File: src/rtl/layer1_dense_mac.sv
// Second dense layer of the fixed-point MLP: one time-shared signed MAC, N_IN*N_OUT cycles per run.
// Define LAYER1_SAT_EN to saturate (instead of wrap) the WIDTH-bit reduction before the activation.
module layer1_dense_mac #(
    parameter int N_IN     = 2,
    parameter int N_OUT    = 2,
    parameter int WIDTH    = 8,
    parameter int FRAC     = 4,
    parameter int ACT_RELU = 1,
    localparam int AW      = $clog2(N_IN*N_OUT + N_OUT)
) (
    input  logic                   clk,
    input  logic                   rst,
    input  logic                   req,
    input  logic [N_IN*WIDTH-1:0]  in_vec,
    input  logic                   w_we,
    input  logic [AW-1:0]          w_addr,
    input  logic [WIDTH-1:0]       w_data,
    output logic                   busy,
    output logic                   ack,
    output logic [N_OUT*WIDTH-1:0] out_vec
);

    localparam int NW    = N_IN * N_OUT;
    localparam int PW    = 2 * WIDTH;
    localparam int ACC_W = PW + $clog2(N_IN) + 1;
    localparam int IW    = (N_IN  > 1) ? $clog2(N_IN)  : 1;
    localparam int JW    = (N_OUT > 1) ? $clog2(N_OUT) : 1;
    localparam int WIW   = (NW    > 1) ? $clog2(NW)    : 1;

    localparam logic signed [ACC_W-1:0] S_MAX = ACC_W'((1 << (WIDTH-1)) - 1);
    localparam logic signed [ACC_W-1:0] S_MIN = -S_MAX - ACC_W'(1);
    localparam logic signed [WIDTH-1:0] ONE   = WIDTH'(1 << FRAC);

    typedef enum logic [1:0] {
        IDLE,
        MAC,
        DONE
    } state_t;

    state_t                   state;
    logic [IW-1:0]            i;
    logic [JW-1:0]            j;
    logic [WIW-1:0]           widx;
    logic signed [ACC_W-1:0]  acc;
    logic signed [WIDTH-1:0]  a [N_IN];
    logic signed [WIDTH-1:0]  w [NW];
    logic signed [WIDTH-1:0]  b [N_OUT];

    logic signed [WIDTH-1:0]  a_cur;
    logic signed [WIDTH-1:0]  w_cur;
    logic signed [WIDTH-1:0]  b_cur;
    logic signed [PW-1:0]     prod;
    logic signed [PW-1:0]     prod_sh;
    logic signed [ACC_W-1:0]  acc_n;
    logic signed [ACC_W-1:0]  s;
    logic signed [WIDTH-1:0]  red;
    logic signed [WIDTH-1:0]  res;

    // widx walks the flattened w[j][i] index alongside (j,i), avoiding a j*N_IN+i multiply
    always_comb begin
        a_cur   = a[i];
        w_cur   = w[widx];
        b_cur   = b[j];
        prod    = a_cur * w_cur;
        prod_sh = prod >>> FRAC;
        acc_n   = acc + {{(ACC_W-PW){prod_sh[PW-1]}}, prod_sh};
        s       = acc_n + {{(ACC_W-WIDTH){b_cur[WIDTH-1]}}, b_cur};
    end

`ifdef LAYER1_SAT_EN
    always_comb begin
        if (s > S_MAX) begin
            red = {1'b0, {(WIDTH-1){1'b1}}};
        end else if (s < S_MIN) begin
            red = {1'b1, {(WIDTH-1){1'b0}}};
        end else begin
            red = s[WIDTH-1:0];
        end
    end
`else
    logic s_hi_unused;
    assign s_hi_unused = ^{s[ACC_W-1:WIDTH], S_MAX, S_MIN};
    always_comb begin
        red = s[WIDTH-1:0];
    end
`endif

    always_comb begin
        res = red;
        if (ACT_RELU != 0 && red[WIDTH-1]) begin
            res = '0;
        end
    end

    always_ff @(posedge clk or negedge rst) begin
        if (!rst) begin
            state   <= IDLE;
            busy    <= 1'b0;
            ack     <= 1'b0;
            out_vec <= '0;
            i       <= '0;
            j       <= '0;
            widx    <= '0;
            acc     <= '0;
            for (int unsigned k = 0; k < N_IN; k++) begin
                a[k] <= '0;
            end
            for (int unsigned k = 0; k < NW; k++) begin
                w[k] <= ONE;
            end
            for (int unsigned k = 0; k < N_OUT; k++) begin
                b[k] <= ONE;
            end
        end else begin
            ack <= 1'b0;
            case (state)
                IDLE: begin
                    if (w_we) begin
                        for (int unsigned k = 0; k < NW; k++) begin
                            if (w_addr == AW'(k)) begin
                                w[k] <= w_data;
                            end
                        end
                        for (int unsigned k = 0; k < N_OUT; k++) begin
                            if (w_addr == AW'(NW + k)) begin
                                b[k] <= w_data;
                            end
                        end
                    end
                    if (req) begin
                        for (int unsigned k = 0; k < N_IN; k++) begin
                            a[k] <= in_vec[k*WIDTH +: WIDTH];
                        end
                        acc   <= '0;
                        i     <= '0;
                        j     <= '0;
                        widx  <= '0;
                        busy  <= 1'b1;
                        state <= MAC;
                    end
                end
                MAC: begin
                    widx <= widx + WIW'(1);
                    if (i == IW'(N_IN - 1)) begin
                        for (int unsigned k = 0; k < N_OUT; k++) begin
                            if (j == JW'(k)) begin
                                out_vec[k*WIDTH +: WIDTH] <= res;
                            end
                        end
                        acc <= '0;
                        i   <= '0;
                        j   <= j + JW'(1);
                        if (j == JW'(N_OUT - 1)) begin
                            state <= DONE;
                        end
                    end else begin
                        acc <= acc_n;
                        i   <= i + IW'(1);
                    end
                end
                DONE: begin
                    ack   <= 1'b1;
                    busy  <= 1'b0;
                    i     <= '0;
                    j     <= '0;
                    state <= IDLE;
                end
                default: begin
                    busy  <= 1'b0;
                    state <= IDLE;
                end
            endcase
        end
    end

endmodule

File: config.mk
export PLATFORM = sky130hd
export DESIGN_NAME = layer1_dense_mac
export DESIGN_NICKNAME = d
export VERILOG_FILES = /design/src/rtl/layer1_dense_mac.sv
export SDC_FILE = /design/constraint.sdc
export NUM_CORES = 1
export LEC_CHECK = 0
export ABC_CLOCK_PERIOD_IN_PS = 6300
export BUFFER_PORTS_ARGS = -buffer_cell sky130_fd_sc_hd__buf_4
export CORE_ASPECT_RATIO = 1.5
export CORE_MARGIN = 10
export CORE_UTILIZATION = 57
export CTS_BUF_LIST = sky130_fd_sc_hd__clkbuf_2 sky130_fd_sc_hd__clkbuf_4 sky130_fd_sc_hd__clkbuf_8
export CTS_CLUSTER_DIAMETER = 50
export DETAILED_ROUTE_END_ITERATION = 6
export PLACE_DENSITY = 0.87
export SLEW_MARGIN = 20
export SYNTH_ARGS = -nofsm -noshare
export SYNTH_HDL_FRONTEND = slang
export SYNTH_SLANG_ARGS = --single-unit
File: constraint.sdc
create_clock -name clk -period 6.3 [get_ports clk]
set_clock_uncertainty 0.15 [all_clocks]
set_input_delay 0.315 -clock clk [delete_from_list [all_inputs] [get_ports clk]]
set_output_delay 0.315 -clock clk [all_outputs]
set_load 0.05 [all_outputs]
Yosys cells after proc, flatten, opt, wreduce, memory -nomap -nowiden
Cells that the tools add are included.

cells by class
  $add $sub $neg = 5
  $mul = 1
  magnitude comparators = 3
  equal/unequal tests = 10
  muxes and demuxes = 27
  bitwise operators = 5
  reductions and logical operators = 18

operators by type and width
  cell                                                                    count
  8-bit two-way mux                                                       8
  18-bit two-way mux                                                      2
  18-bit case mux with 2 select lines                                     1
  3-bit AND reduction                                                     10
  18-bit adder                                                            1
  8-bit binary-select mux with 2-bit select                               1
  8-bit by 8-bit multiplier with 16-bit output                            1
  8-bit adder                                                             1
  2-bit two-way mux                                                       4
  2-bit case mux with 2 select lines                                      2
  2-bit AND reduction                                                     4
  7-bit two-way mux                                                       1
  3-bit by 2-bit equality test with 1-bit output (second input constant)  2
  3-bit equality test (second input constant)                             2
  2-bit inequality test (second input constant)                           3
  1-bit case mux with 3 select lines                                      2
  1-bit two-way mux                                                       5
  2-bit greater-or-equal comparator (second input constant)               2
  1-bit inverter with 2-bit output                                        2
  3-bit by 1-bit equality test with 1-bit output (second input constant)  1
  3-bit greater-or-equal comparator (second input constant)               1
  3-bit zero test                                                         1
  2-bit inverter with 3-bit output                                        1
  3-bit nonzero test                                                      1
  other kinds (8)                                                         10

storage, ports and cells
  flip-flop bits (word level) = 106
  input port bits = 31
  output and inout bits = 18
  logic and storage cells = 86

Depth between registers and ports, before layout
  depth in word-level cells = 8
  mapped depth = 32
  mapped depth without buffers = 30

Least setup slack after synthesis
Ideal clock, no wire load.

  kind = register to register
  start point = register i
  end point = register out_vec[13]
  setup time = 122 ps
  data arrival time = 6510 ps
  required time = 6028 ps
  path slack = -482 ps
  cell stages (with the launch flop) = 27
  buffers on the path = 3
  period minus slack after synthesis = 6782 ps
  cells stage by stage = dfrtp_1 buf_2 buf_1 mux2_2 and2_1 fa_1 inv_1 fa_1 inv_1 fa_1 inv_1 fa_1 inv_1 ha_1 o21ai_0 nand2b_1 a21o_1 a21oi_1 xnor2_1 ha_1 or4_1 o21ai_0 xnor3_1 xnor2_1 xnor2_1 buf_6 o21ai_1

on the way
  cells in the longest elaborated chain, start to end = 8
  elaborated cells on any way between the ends = 9
  classes of those cells = 2 x add/sub; 1 x mul; 4 x mux; 1 x bitwise; 1 x reduce/logical

ends and longest elaborated chain
  item                                                    RTL line  RTL
  start: declaration                                      41        logic [IW-1:0] i;
  start signal: assignment                                158       i <= i + IW'(1);
  1-bit inverter with 2-bit output (not written as such)  61        a_cur = a[i];
  8-bit two-way mux (not written as such) (3 in a row)    61
  8-bit by 8-bit multiplier with 16-bit output            64        prod = a_cur * w_cur;
  18-bit adder                                            66        acc_n = acc + {{(ACC_W-PW){prod_sh[PW-1]}}, prod_sh};
  8-bit adder                                             67        s = acc_n + {{(ACC_W-WIDTH){b_cur[WIDTH-1]}}, b_cur};
  7-bit two-way mux                                       90        if (ACT_RELU != 0 && red[WIDTH-1]) begin
  end signal: indexed assignment                          147       out_vec[k*WIDTH +: WIDTH] <= res;
  end: declaration                                        20        output logic [N_OUT*WIDTH-1:0] out_vec

Parallel ways exist; a longest one is shown, timed or not. The select of a mux whose other input is x is not followed.
A chain may end at the register's enable or synchronous reset.

Final worst setup path
  start point = register widx[0]
  end point = register out_vec[8]

on the way
  cells in the longest elaborated chain, start to end = 8

ends and longest elaborated chain
  item                                                    RTL line  RTL
  start: declaration                                      43        logic [WIW-1:0] widx;
  start signal: assignment                                143       widx <= widx + WIW'(1);
  2-bit inverter with 3-bit output (not written as such)  62        w_cur = w[widx];
  8-bit binary-select mux with 2-bit select               62
  8-bit two-way mux (not written as such) (2 in a row)    62
  8-bit by 8-bit multiplier with 16-bit output            64
  18-bit adder                                            66
  8-bit adder                                             67
  7-bit two-way mux                                       90

Every way passes these cells. The select of a mux whose other input is x is not followed.

==> results.toml <==
[detailed_routing]
final_antenna_net_count = 0
first_pass_iters = 5
wl_um = 16000
drtIter0Drc = 225
wire_per_inst_um = 19.0
drc = 0
vias = 4706
via_per_inst = 5.56

[synthesis]
ys_warn_count = 0
syn_area_um2 = 6350
synthCells = 573
synth_edf_count = 0
synthDistinctLibCells = 43
yosysSeqAreaShare = 0.372
synth_ff_type = "dfrtp_1"
synth-async-reset-ratio = 1.00
ys_seq_elements = 94
syn_area_per_cell_um2 = 11.1

[clock_tree]
cts_root_buf = "clkbuf_8"
path_clk_slew_ns = 0.10
clkSinkCount = 94
cts_tree = "done"
cts_buffer_depth = 2
cts_buffers = 9
clk-insertion-delay-late_ns = 0.38
htree_levels = 3

[finish]
fillers = 723
synthToLayoutAreaGrowth_pct = 25.1
drive_above_1_share = 0.423
fin_nets = 800
multi_input_area_um2 = 3930
final_common_cell = "buf_4"
seq_area_um2 = 2360
final_cell_mix = "buf_4 (111), dfrtp_1 (86), mux2_2 (78)"
diodes = 0

[place]
hpwl_um = 11700
gp_congestion = 0.952
port_buffers = 46

[worst_setup_path]
required_ns = 6.41
worstSetupEndpointType = "flop"
critPathLaunchType = "flop"
path_class = "reg -> reg"
cp_max_fo = 7
arrival_ns = 6.66
reg2reg_slack_ns = -0.24
reg2regPathDepth = 25

[timing]
rsz0062_at_grt = "yes"
final_hold_viol_count = 0
setup_viol = 14
slew_headroom = 0.264
fmax_mhz = 153
worst_pin_slew_ns = 1.09
setup_ws_ns = -0.244
whs_ns = 0.00737
fin_setup_tns_ns = -2.84
slew_viol_final = 0
layout_min_cycle_time_ns = 6.54
min_period_over_period = 1.04

[floorplanning]
core_um2 = 11000
start_util = 0.577
die_x_um = 106
dieArea_um2 = 15800
pin_count = 49
die_h_um = 149
rows = 47

[min_path]
hold_path.class = "in -> reg"
min_path_cells = 2

[global_routing]
antenna_found_initial = 0
grt_usage = 0.198
grt_max_degree = 69
grt_pass1_vias = 5095
grt-ovfl-total = 0
grt_pass1_wl_um = 25200

[job]
drv_cap = 0

[run_status]
failed_checks = "setup timing"
status = "finished, violations left"
==> area by class of cell <==
class                   instances  area share
multi-input cells             396       0.494
flip-flops and latches         94       0.297
repair buffers                124       0.126
inverters                      69      0.0326
well taps                     147      0.0231
clock buffers                  12      0.0200
clock inverters                 4     0.00661
==> cells in the mapped netlist, types with 4 or more instances <==
cell type	n	area share
a21oi_1	12	0.0095
xor2_1	5	0.0069
a21o_1	8	0.0095
and2_1	7	0.0069
o21ai_0	12	0.0095
xnor2_1	25	0.034
o21ai_2	9	0.012
dfrtp_1	88	0.35
o21ai_1	4	0.0032
mux2_2	80	0.14
a22o_1	9	0.012
clkbuf_1	8	0.0047
mux2i_1	11	0.017
dfstp_2	6	0.025
nand2_1	64	0.038
mux4_2	6	0.021
inv_1	68	0.040
ha_1	37	0.073
nor2b_1	11	0.011
nor2_1	31	0.018
fa_1	38	0.12
==> cells by family (layout without fill, tap and decap cells) <==
family          count (synthesis)  count (layout)  synth area share
other cells                     1               2          0.000591
flops                          94              94             0.372
mux                            97              97             0.180
buf+inv                        84             209            0.0530
xor+xnor                       31              31            0.0449
simple gates                  128             128            0.0900
fa+ha+maj                      75              75             0.193
compound gates                 63              63            0.0666
==> state kept, by name (all words and copies together) (netlist names), 2 cells and up <==
signal,flops
a,16
acc,8
b,16
out_vec,14
state,2
w,32
widx,2
==> path summary, 6_finish.rpt <==
path                                                end               startpoint
worst max-delay path             out_vec[8]$_DFFE_PN0P_      widx[0]$_DFFE_PN0P_
worst min-delay path                   a[2]$_DFFE_PN0P_               in_vec[10]
worst max register to register   out_vec[8]$_DFFE_PN0P_      widx[0]$_DFFE_PN0P_
worst min register to register  out_vec[12]$_DFFE_PN0P_  out_vec[12]$_DFFE_PN0P_
max in group asynchronous           widx[0]$_DFFE_PN0P_                      rst
min in group asynchronous        out_vec[9]$_DFFE_PN0P_                      rst
==> layer usage <==
metal | global-route usage | vias up | routed length, um
li1 | - | 2133 | -
met1 | 0.225 | 2384 | 5960
met2 | 0.361 | 149 | 9040
met3 | 0.0311 | 40 | 618
met4 | 0.0774 | 0 | 418
met5 | 0 | - | 0
==> stage by stage <==
| stage | setup WS [ns] | utilization | cells | area, um^2 |
|---|---|---|---|---|
| final | -0.244 | 0.722 | 846 | 7950 |
| after global routing | -0.408 | 0.722 | 846 | 7950 |
| after CTS | -0.186 | 0.708 | 837 | 7790 |
| after detailed placement | -0.403 | 0.661 | 808 | 7270 |
| after global placement | -0.231 | 0.661 | 808 | 7270 |
| after floorplan | 0.00252 | - | 574 | 6380 |
==> critical path, cell delays in order, from the launching register on <==
cell and delay, ns:
dfrtp_2 0.49, mux4_2 0.56, buf_6 0.16, and2_4 0.14
fa_1 0.47, ha_1 0.31, inv_2 0.04, fa_1 0.49
fa_1 0.56, inv_2 0.05, ha_4 0.21, nor2b_4 0.13
o21ai_2 0.15, nand2b_1 0.12, a21o_1 0.22, a21oi_2 0.15
xnor2_1 0.09, ha_2 0.19, or4_4 0.55, o21ai_4 0.15
xnor3_1 0.28, xnor2_2 0.25, xnor2_2 0.16, buf_4 0.16
clkbuf_16 0.14, o21ai_2 0.05
==> timing repair <==
action,in CTS,in global routing
setup buffers,10,10
resized for setup,47,24
setup endpoints to repair,15,15
hold endpoints to repair,27,0
hold buffers,2,0
gates cloned,1,0
pin swaps,56,36
Power is left out: the tool's default activity adds up to more than one toggle a clock period on the data nets, which glitch-free logic cannot reach.
